**src/rtl/wload_pkg.sv**
```systemverilog
// Shared definitions for the weight loader: word/byte geometry, default
// load length, FSM state encoding and a sign-extension helper used by the
// optional checksum (WLOAD_CHECKSUM_EN).
package wload_pkg;

    localparam int WLOAD_N_GROUPS = 200;
    localparam int WLOAD_WORD_W   = 64;
    localparam int WLOAD_BYTE_W   = 8;

    typedef enum logic [1:0] {
        IDLE = 2'd0,
        LOAD = 2'd1,
        DONE = 2'd2
    } wload_state_t;

    // Sign-extend one int8 weight to the 16-bit checksum width.
    function automatic logic [15:0] sext16(input logic [WLOAD_BYTE_W-1:0] b);
        return {{(16 - WLOAD_BYTE_W){b[WLOAD_BYTE_W-1]}}, b};
    endfunction

endpackage

```
**src/rtl/weight_loader_if.sv**
```systemverilog
// Bus-side valid/ready word stream into the weight loader.
// master drives words (DMA/bus side), slave accepts them (weight_loader).
interface weight_loader_if;
    import wload_pkg::*;

    logic [WLOAD_WORD_W-1:0] s_data;
    logic                    s_valid;
    logic                    s_ready;

    modport master (output s_data, output s_valid, input  s_ready);
    modport slave  (input  s_data, input  s_valid, output s_ready);

endinterface

```
**src/rtl/wload_fifo2.sv**
```systemverilog
// Two-entry first-word-fall-through FIFO for 64-bit weight words.
// The head word is visible on o_data whenever o_empty is low. A push on a
// full FIFO is taken only together with a pop, so occupancy stays at two.
// i_clear empties the FIFO synchronously and wins over push/pop.
module wload_fifo2
    import wload_pkg::*;
(
    input  logic                    clk,
    input  logic                    rst_n,
    input  logic                    i_clear,
    input  logic                    i_push,
    input  logic                    i_pop,
    input  logic [WLOAD_WORD_W-1:0] i_data,
    output logic [WLOAD_WORD_W-1:0] o_data,
    output logic                    o_full,
    output logic                    o_empty
);

    logic [WLOAD_WORD_W-1:0] r_mem [2];
    logic                    r_wr_ptr;
    logic                    r_rd_ptr;
    logic [1:0]              r_count;

    logic w_push_ok;
    logic w_pop_ok;

    assign o_full    = (r_count == 2'd2);
    assign o_empty   = (r_count == 2'd0);
    assign w_pop_ok  = i_pop && !o_empty;
    assign w_push_ok = i_push && (!o_full || w_pop_ok);
    assign o_data    = r_mem[r_rd_ptr];

    // Pointer and occupancy bookkeeping.
    // NOTE: state is updated with non-blocking assignments so every register sees pre-edge values.
    always_ff @(posedge clk or negedge rst_n) begin
        if (!rst_n) begin
            r_wr_ptr <= 1'b0;
            r_rd_ptr <= 1'b0;
            r_count  <= 2'd0;
        end else if (i_clear) begin
            r_wr_ptr <= 1'b0;
            r_rd_ptr <= 1'b0;
            r_count  <= 2'd0;
        end else begin
            if (w_push_ok) r_wr_ptr <= ~r_wr_ptr;
            if (w_pop_ok)  r_rd_ptr <= ~r_rd_ptr;
            case ({w_push_ok, w_pop_ok})
                2'b10:   r_count <= r_count + 2'd1;
                2'b01:   r_count <= r_count - 2'd1;
                default: r_count <= r_count;
            endcase
        end
    end

    // Word storage.
    // NOTE: data storage has no reset; r_count alone decides what is valid.
    always_ff @(posedge clk) begin
        if (w_push_ok && !i_clear) r_mem[r_wr_ptr] <= i_data;
    end

endmodule

```
**src/rtl/weight_loader.sv**
```systemverilog
// Weight loader top: accepts N_GROUPS/2 64-bit words per load over a
// valid/ready stream, buffers them in a two-entry FIFO and unpacks each
// word into two registered 4 x int8 groups, one group per cycle.
// Optional feature macro: WLOAD_CHECKSUM_EN adds a 16-bit running weight
// sum (chk_sum) checked against chk_expected at the end of the load.
// N_GROUPS must be even and at most 255 (grp_cnt is 8 bits wide).
module weight_loader
    import wload_pkg::*;
#(
    parameter int N_GROUPS = WLOAD_N_GROUPS
) (
    input  logic              clk,
    input  logic              rst_n,
    input  logic              start,
    weight_loader_if.slave    bus,
    output logic signed [7:0] w1,
    output logic signed [7:0] w2,
    output logic signed [7:0] w3,
    output logic signed [7:0] w4,
    output logic              valid_o,
    output logic              busy,
    output logic              load_done
`ifdef WLOAD_CHECKSUM_EN
    ,
    input  logic [15:0]       chk_expected,
    output logic [15:0]       chk_sum,
    output logic              chk_err
`endif
);

    localparam int N_WORDS = N_GROUPS / 2;
    localparam int WC_W    = $clog2(N_WORDS + 1);
    localparam logic [WC_W-1:0] LP_N_WORDS  = WC_W'(N_WORDS);
    localparam logic [7:0]      LP_LAST_GRP = 8'(N_GROUPS - 1);

    wload_state_t       r_state;
    logic [WC_W-1:0]    r_word_cnt;
    logic [7:0]         r_grp_cnt;
    logic               r_half;
    logic signed [7:0]  r_w1, r_w2, r_w3, r_w4;
    logic               r_valid;
    logic               r_busy;
    logic               r_load_done;

    logic                    w_start_acc;
    logic                    w_accept;
    logic                    w_issue;
    logic                    w_pop;
    logic                    w_fifo_full;
    logic                    w_fifo_empty;
    logic [WLOAD_WORD_W-1:0] w_head;
    logic [31:0]             w_half_data;

    // start only counts outside LOAD; it also clears the FIFO.
    assign w_start_acc  = start && (r_state != LOAD);
    assign bus.s_ready  = (r_state == LOAD) && !w_fifo_full && (r_word_cnt < LP_N_WORDS);
    assign w_accept     = bus.s_valid && bus.s_ready;
    assign w_issue      = (r_state == LOAD) && !w_fifo_empty;
    assign w_pop        = w_issue && r_half;
    assign w_half_data  = r_half ? w_head[63:32] : w_head[31:0];

    wload_fifo2 u_fifo (
        .clk     (clk),
        .rst_n   (rst_n),
        .i_clear (w_start_acc),
        .i_push  (w_accept),
        .i_pop   (w_pop),
        .i_data  (bus.s_data),
        .o_data  (w_head),
        .o_full  (w_fifo_full),
        .o_empty (w_fifo_empty)
    );

    // Load sequencer: accept counting, group issue and registered outputs.
    always_ff @(posedge clk or negedge rst_n) begin
        if (!rst_n) begin
            r_state     <= IDLE;
            r_word_cnt  <= '0;
            r_grp_cnt   <= 8'd0;
            r_half      <= 1'b0;
            r_w1        <= '0;
            r_w2        <= '0;
            r_w3        <= '0;
            r_w4        <= '0;
            r_valid     <= 1'b0;
            r_busy      <= 1'b0;
            r_load_done <= 1'b0;
        end else begin
            r_valid <= 1'b0;
            case (r_state)
                IDLE, DONE: begin
                    if (start) begin
                        r_state     <= LOAD;
                        r_busy      <= 1'b1;
                        r_word_cnt  <= '0;
                        r_grp_cnt   <= 8'd0;
                        r_half      <= 1'b0;
                        r_load_done <= 1'b0;
                    end else if (r_state == DONE) begin
                        // Rises one cycle after the last valid_o.
                        r_load_done <= 1'b1;
                    end
                end
                LOAD: begin
                    if (w_accept) r_word_cnt <= r_word_cnt + 1'b1;
                    if (w_issue) begin
                        r_w1      <= w_half_data[7:0];
                        r_w2      <= w_half_data[15:8];
                        r_w3      <= w_half_data[23:16];
                        r_w4      <= w_half_data[31:24];
                        r_valid   <= 1'b1;
                        r_half    <= ~r_half;
                        r_grp_cnt <= r_grp_cnt + 8'd1;
                        if (r_grp_cnt == LP_LAST_GRP) begin
                            r_state <= DONE;
                            r_busy  <= 1'b0;
                        end
                    end
                end
                default: begin
                    r_state <= IDLE;
                    r_busy  <= 1'b0;
                end
            endcase
        end
    end

    assign w1        = r_w1;
    assign w2        = r_w2;
    assign w3        = r_w3;
    assign w4        = r_w4;
    assign valid_o   = r_valid;
    assign busy      = r_busy;
    assign load_done = r_load_done;

`ifdef WLOAD_CHECKSUM_EN
    logic [15:0] r_chk_sum;
    logic        r_chk_err;
    logic [15:0] w_grp_sum;

    assign w_grp_sum = sext16(w_half_data[7:0])   + sext16(w_half_data[15:8]) +
                       sext16(w_half_data[23:16]) + sext16(w_half_data[31:24]);

    // Running sum of issued weights; compared once, on the load_done edge.
    always_ff @(posedge clk or negedge rst_n) begin
        if (!rst_n) begin
            r_chk_sum <= 16'd0;
            r_chk_err <= 1'b0;
        end else if (w_start_acc) begin
            r_chk_sum <= 16'd0;
            r_chk_err <= 1'b0;
        end else begin
            if (w_issue) r_chk_sum <= r_chk_sum + w_grp_sum;
            if ((r_state == DONE) && !r_load_done) r_chk_err <= (r_chk_sum != chk_expected);
        end
    end

    assign chk_sum = r_chk_sum;
    assign chk_err = r_chk_err;
`endif

endmodule

```
**src/flat_wrapper.sv**
```systemverilog
// flat-port wrapper written by rule: the top's interface ports become plain ports
module weight_loader_flat import wload_pkg::*;
#(
    parameter int N_GROUPS = WLOAD_N_GROUPS
)
  (clk, rst_n, start, w1, w2, w3, w4, valid_o, busy, load_done, bus_s_data, bus_s_valid, bus_s_ready);
  weight_loader_if bus_i ();
  input  logic clk;
  input  logic rst_n;
  input  logic start;
  output logic signed [7:0] w1;
  output logic signed [7:0] w2;
  output logic signed [7:0] w3;
  output logic signed [7:0] w4;
  output logic valid_o;
  output logic busy;
  output logic load_done;
  input wire logic [$bits(bus_i.s_data)-1:0] bus_s_data;
  input wire logic [$bits(bus_i.s_valid)-1:0] bus_s_valid;
  output wire logic [$bits(bus_i.s_ready)-1:0] bus_s_ready;
  assign bus_i.s_data = bus_s_data;
  assign bus_i.s_valid = bus_s_valid;
  assign bus_s_ready = bus_i.s_ready;
  weight_loader #(.N_GROUPS(N_GROUPS)) u_core (.clk(clk), .rst_n(rst_n), .start(start), .bus(bus_i), .w1(w1), .w2(w2), .w3(w3), .w4(w4), .valid_o(valid_o), .busy(busy), .load_done(load_done));
endmodule
```
**config.mk**
```make
export PLATFORM = sky130hd
export DESIGN_NAME = weight_loader_flat
export DESIGN_NICKNAME = d
export VERILOG_FILES = /design/src/rtl/wload_pkg.sv /design/src/rtl/weight_loader_if.sv /design/src/rtl/wload_fifo2.sv /design/src/rtl/weight_loader.sv /design/src/flat_wrapper.sv
export SDC_FILE = /design/constraint.sdc
export NUM_CORES = 1
export LEC_CHECK = 0
export CAP_MARGIN = 20
export CELL_PAD_IN_SITES_DETAIL_PLACEMENT = 0
export CELL_PAD_IN_SITES_GLOBAL_PLACEMENT = 1
export CORE_UTILIZATION = 41
export CTS_BUF_LIST = sky130_fd_sc_hd__clkbuf_4 sky130_fd_sc_hd__clkbuf_8 sky130_fd_sc_hd__clkbuf_16
export DETAILED_ROUTE_END_ITERATION = 10
export HOLD_SLACK_MARGIN = 0.12
export PLACE_DENSITY_LB_ADDON = 0.1
export SETUP_SLACK_MARGIN = 0.3
export SKIP_CTS_REPAIR_TIMING = 1
export SLEW_MARGIN = 20
export SYNTH_ARGS = -nofsm -noshare
export SYNTH_HDL_FRONTEND = slang
export SYNTH_HIERARCHICAL = 1
export SYNTH_SLANG_ARGS = --single-unit
```
**constraint.sdc**
```tcl
create_clock -name clk -period 6.32 [get_ports clk]
set_input_delay 1.264 -clock clk [delete_from_list [all_inputs] [get_ports clk]]
set_output_delay 1.264 -clock clk [all_outputs]
set_load 0.01 [all_outputs]
```
==> reports/qor.txt, run 1 <==
status = complete, no violations
crit end category = flip-flop
R2R cell count = 8
Detailed Routing Iterations Pass 1 = 4
DR WL/cell = 17.0 um
Setup violations, final = 0
DR DRC count = 0
top post-synthesis cells by area = edfxtp_1, dfrtp_1, mux2_2
clk slew on worst S/H paths = 60 ps
worst-margin pin slew = 842 ps
post-synthesis simple-gate area fraction = 5.70%
P_leak = 0.00341 uW
Post-Syn Area per Cell = 15.7 um^2
gpl congestion = 0.673
compound-cell area share of the yosys netlist = 5.01%
leading area contributor after synthesis = edfxtp_1
number of max-cap violations = 0
worst r2r src = u_core/u_fifo/r_count[0]
H-tree depth = 4
initial drt markers = 197
dpl cells = 783
Worst Path Arrival = 3400 ps
crit path launch = bus_s_valid
Fin Clk Skew = 16.2 ps
EDFF count, synth = 128
Synth top cells by count = edfxtp_1, dfrtp_1, mux2_2, o21ai_0, nand2_1
Slew Limit Fails = 0
gr ovfl total = 0
switching share of power = 32.9%
final core utilization = 52.9%
adder-cell share of the synthesized area = 0.340%
critical path class = in -> reg
Max FO, Critical Path = 39
RSZ-0062 raised after global routing = false
largest net degree at the start of global routing = 79
Worst Path Required = 6380 ps
share of cells above drive strength 1 = 15.6%
remaining antenna violation count = 0
post-route insts no fill = 815
Pwr Total = 4540 uW
Hold Violations, Final = 0
FILL cells = 1479
fmax = 0.299 GHz
Hold Path Class = reg -> reg
sequential element share of the synthesized area = 71.7%
Mapped Cells = 468
clk sinks = 185
Worst R2R End = u_core/u_fifo/r_mem[1][36]
clock buffer depth = 2
asr flop ratio synth = 30.8%
Core Footprint = 0.0174 mm^2
Nets = 647
post-synth cell types = 47
antenna fix cells = 0
Comb power frac = 34.1%
Final period util = 52.9%
PwrDens = 493 mW/mm^2
cts bufs inserted = 17
Yosys top cell area share = 52.3%
startpoint types = input pin
global-route wire length before repair = 22100 um
CTS root buf = clkbuf_16
Die X = 136 um
row count = 48
port bufs = 103
setup tns final = 0 ps
multiplexer share of the synthesized area = 15.3%
initial antenna violation count = 0
CTS tree = built
prevailing post-synth register cell = edfxtp_1
post-route minimum period = 3340 ps
Worst-Skew Late Latency = 430 ps
detailed-placement wirelength estimate = 8540 um
vias in the first global route = 4294
Reg power frac = 43.7%
Worst R2R Setup Slack = 3440 ps
Initial Utilization = 42.2%
via count = 4076
#FFs+latches synth = 185
worst setup path endpoint = u_core/u_fifo/r_mem[1][36]
die area = 0.0185 mm^2
synthesis-to-layout area growth = 25.3%
DR vias/cell = 5.00
Synth Warn # = 6
wirelength, routed = 13800 um
post-synthesis xor/xnor area fraction = 0.119%
Post-Synthesis Cell Area = 0.00735 mm^2
post-synthesis net count = 538
I/O pin count = 104
cell-internal power = 3040 uW
combinational family with the most area after synthesis = multiplexers
VDD IR-drop max = 0.299 mV
Die Height = 136 um
clock share of power = 22.2%
Net Sw Power = 1490 uW
most numerous cell in the Yosys netlist = edfxtp_1
Max-slew headroom = 43.9%
Global Route Usage Sum = 16.3%
metal layers:
layer	share of wire (%)	GRT usage [%]	wire length (um)
met1	43	19.5	5960
met5	0	0	0
met4	1.6	6.60	218
met2	51	28.0	7130
met3	3.9	4.33	543
power groups by stage:
stage                     clock network [uW]  registers (uW)  logic, uW
after global routing                    1090            2040       1720
after detailed placement                   0            2020       1580
after global placement                     0            1990       1540
after floorplan                            0            2010        996
after CTS                               1040            1990       1590
final                                   1010            1990       1550
cells by family (layout without fill, tap and decap cells):
| group | count (synthesis) | after routing |
|---|---|---|
| compound gates | 63 | 63 |
| xor+xnor | 1 | 1 |
| fa+ha+maj | 2 | 2 |
| buf+inv | 29 | 151 |
| flops | 185 | 185 |
| mux | 104 | 104 |
| simple gates | 84 | 84 |
through the flow:
| stage | instance area [um^2] | setup slack [ps] | hold slack, ps |
|---|---|---|---|
| after floorplan | 7360 | 1270 | 470 |
| after global placement | 8640 | 2580 | 462 |
| after detailed placement | 8640 | 2550 | 469 |
| after CTS | 9210 | 2990 | 485 |
| after global routing | 9210 | 2850 | 497 |
| final | 9210 | 2980 | 479 |
state kept, by name, indices dropped and copies added (netlist names):
signal	cells
u_core/busy	1
u_core/load_done	1
u_core/r_grp_cnt	8
u_core/r_half	1
u_core/r_state	2
u_core/r_word_cnt	7
u_core/u_fifo/r_count	2
u_core/u_fifo/r_mem	128
u_core/u_fifo/r_rd_ptr	1
u_core/u_fifo/r_wr_ptr	1
u_core/valid_o	1
u_core/w1	8
u_core/w2	8
u_core/w3	8
u_core/w4	8
worst min-delay path by stage:
stage	start	slack, ps	cells after the start	end
floorplan	u_core/r_grp_cnt[6]	470	1	u_core/r_grp_cnt[6]
global placement	u_core/w1[6]	460	2	u_core/w1[6]
detailed placement	u_core/w1[4]	470	2	u_core/w1[4]
CTS	u_core/w1[4]	480	2	u_core/w1[4]
global route	u_core/w3[6]	500	2	u_core/w3[6]
finish	u_core/w1[6]	480	2	u_core/w1[6]
critical path, cell delays in order:
cell             delay [ps]
clkdlybuf4s50_1         450
and4bb_1                330
nand2b_1                170
inv_1                   120
inv_1                    80
a21o_1                  240
nor3b_4                 220
buf_4                   480
placed cells by master (no fill, tap or decap), drive strengths merged, types with 5 or more instances in the layout:
cell type        n
nor2             8
mux2i           39
buf              9
nand2           41
edfxtp         128
dfrtp           57
inv             14
mux2            65
nand3            5
clkdlybuf4s50  102
clkbuf          20
a21oi            6
o21ai           42
layout make-up:
class,count,area [um^2],area share [%]
clock buffer,20,460,5.00
clock inverter,12,109,1.18
inverter,8,30.0,0.326
multi-input combinational,254,1970,21.4
sequential,185,5270,57.3
tap,225,282,3.06
timing repair buffer,111,1090,11.8
Power figures use the tool's default switching activity.
==> run 2, diff against run 1 <==
Clock period 6.32 ns to 3.06 ns, I/O delays scaled along.
==> run 2 against run 1 <==
  * Die area is the same
  * Global-route usage grew 0.082 points
  * Clock power grew 110%
  * Final area grew 1.1%
  * Cell count grew 0.37%
  * Via count grew 0.44%
  * Core utilization grew 0.56 points
  * Register-to-register slack lost 2800 ps
  * First-iteration DRC count grew 14%
  * Sequential power grew 110%
  * Largest power group unchanged
==> reports/qor.txt, run 2 (synthesis results as in run 1) <==
Die X = 136 um (unchanged)
Max FO, Critical Path = 7 (-82%)
Comb power frac = 33.6% (-0.5 points)
share of cells above drive strength 1 = 16.6% (+0.96 points)
R2R cell count = 8 (unchanged)
Slowest Stage Delay on Critical Path = 560 ps (+80 ps)
Core Footprint = 0.0174 mm^2 (unchanged)
fmax = 0.383 GHz
Nets = 649 (+0.31%)
Hold Path Class = in -> async
max FFs per register = 128 (unchanged)
CTS tree = built
clock share of power = 22.6% (+0.4 points)
post-route minimum period = 2610 ps
hold slack final = 195 ps (-284 ps)
DR WL/cell = 17.1 um (+0.62%)
Worst Path Arrival = 2000 ps (-1400 ps)
initial drt markers = 225 (+14%)
CTS root buf = clkbuf_16
DR DRC count = 0 (unchanged)
Final period util = 85.4%
remaining antenna violation count = 0 (unchanged)
Detailed Routing Iterations Pass 1 = 4 (unchanged)
Hold Violations, Final = 0 (unchanged)
post-route insts no fill = 818 (+0.37%)
detailed-placement wirelength estimate = 8750 um (+2.4%)
port bufs = 103 (unchanged)
cell-internal power = 6480 uW (+110%)
Fin Clk Skew = 7.30 ps (-8.92 ps)
Initial Utilization = 42.2% (unchanged)
FILL cells = 1481 (+0.14%)
gpl congestion = 0.822 (+22%)
synthesis-to-layout area growth = 26.6%
commonest non-fill, non-tap cell in the layout = edfxtp_1
cts bufs inserted = 17 (unchanged)
largest net degree at the start of global routing = 79 (unchanged)
switching share of power = 32.1% (-0.84 points)
CP cell instances = o311a_1 -> nor3_1 -> clkdlybuf4s50_1
DR vias/cell = 5.00 (about the same)
critical path class = reg -> out
row count = 48 (unchanged)
clk slew on worst S/H paths = 70 ps (about the same)
crit end category = primary output
startpoint types = flip-flop
initial antenna violation count = 3 (+3)
largest register by flop count = u_core/u_fifo/r_mem
Crit-path slowest cell = clkdlybuf4s50_1
global-route wire length before repair = 22500 um (+2.0%)
Die Height = 136 um (unchanged)
worst-margin pin slew = 733 ps (-109 ps)
clk sinks = 185 (unchanged)
Setup violations, final = 0 (unchanged)
wirelength, routed = 14000 um (+0.99%)
commonest non-fill, non-tap cells in the layout = edfxtp_1, clkdlybuf4s50_1, dfrtp_1
Net Sw Power = 3060 uW (+100%)
die area = 0.0185 mm^2 (unchanged)
I/O pin count = 104 (unchanged)
RSZ-0062 raised after global routing = false
clock buffer depth = 2 (unchanged)
status = complete, no violations
number of max-cap violations = 0 (unchanged)
dpl cells = 785 (+0.26%)
Worst R2R End = u_core/u_fifo/r_mem[1][39]
vias in the first global route = 4398 (+2.4%)
P_leak = 0.00345 uW (+0.98%)
via count = 4094 (+0.44%)
setup tns final = 0 ps (unchanged)
Global Route Usage Sum = 16.4% (+0.082 points)
H-tree depth = 4 (unchanged)
VDD IR-drop max = 0.821 mV (+170%)
Worst-Skew Late Latency = 420 ps (about the same)
gr ovfl total = 0 (unchanged)
Worst Path Required = 2450 ps (-3930 ps)
Worst R2R Setup Slack = 640 ps (-2800 ps)
worst r2r src = u_core/u_fifo/r_count[1]
PwrDens = 1030 mW/mm^2 (+110%)
Max-slew headroom = 51.1% (+7.3 points)
Reg power frac = 43.8% (about the same)
Slew Limit Fails = 0 (unchanged)
-- run 2: cell types whose count changed in the layout (fill, tap and decap cells not counted), sizes merged --
cell    before  now
inv         14   12
clkinv       4    5
bufinv       0    2
clkbuf      20   19
diode        0    1
buf          9   11
-- run 2: area by class of cell --
cell class / instances / area (um^2) / area share, %
Antenna cell: 1 / 2.50 / 0.0269
Clock buffer: 19 / 440 / 4.73
Clock inverter: 13 / 144 / 1.55
Inverter: 8 / 30.0 / 0.323
Multi-Input combinational cell: 254 / 1980 / 21.3
Sequential cell: 185 / 5280 / 56.7
Tap cell: 225 / 282 / 3.03
Timing Repair Buffer: 113 / 1150 / 12.4
-- run 2: worst max-delay path by stage --
stage,from,to,slack (ps)
finish,u_core/r_word_cnt[3],bus_s_ready,450
global route,u_core/r_word_cnt[3],bus_s_ready,370
CTS,u_core/r_word_cnt[3],bus_s_ready,430
detailed placement,bus_s_valid,u_core/u_fifo/r_mem[1][6],300
global placement,bus_s_valid,u_core/u_fifo/r_mem[1][6],320
floorplan,u_core/u_fifo/r_count[0],u_core/u_fifo/r_mem[1][0],-570
-- run 2: per-layer routing --
metal	wire (um)	vias to the layer above	GRT usage (%)	share of wire [%]
li1	-	1974	-	-
met1	6030	2031	19.8	43
met2	7240	70	28.2	52
met3	534	15	4.62	3.8
met4	146	4	5.62	1.0
met5	23	-	0	0.16
-- run 2: per-stage QoR --
stage	instance area, um^2	power [uW]	setup WS, ps	utilization, %
3_5_place_dp	8720	7510	295	50.1
4_1_cts	9300	9700	435	53.4
5_1_grt	9310	10200	367	53.4
3_3_place_gp	8720	7420	325	50.1
6_report	9310	9540	446	53.4
2_1_floorplan	7390	6260	-567	-
-- run 2: critical path: cells and delay by family (launching register included) --
family	cells	cell delay, ps
compound gates	1	380
flops	1	450
simple gates	1	190
buf+inv	1	560
-- run 2: power groups by stage --
stage / combinational (uW) / sequential [uW] / clock, uW
global placement: 3220 / 4200 / 0
finish: 3210 / 4180 / 2160
detailed placement: 3270 / 4250 / 0
floorplan: 2120 / 4140 / 0
global route: 3570 / 4290 / 2310
CTS: 3280 / 4200 / 2220
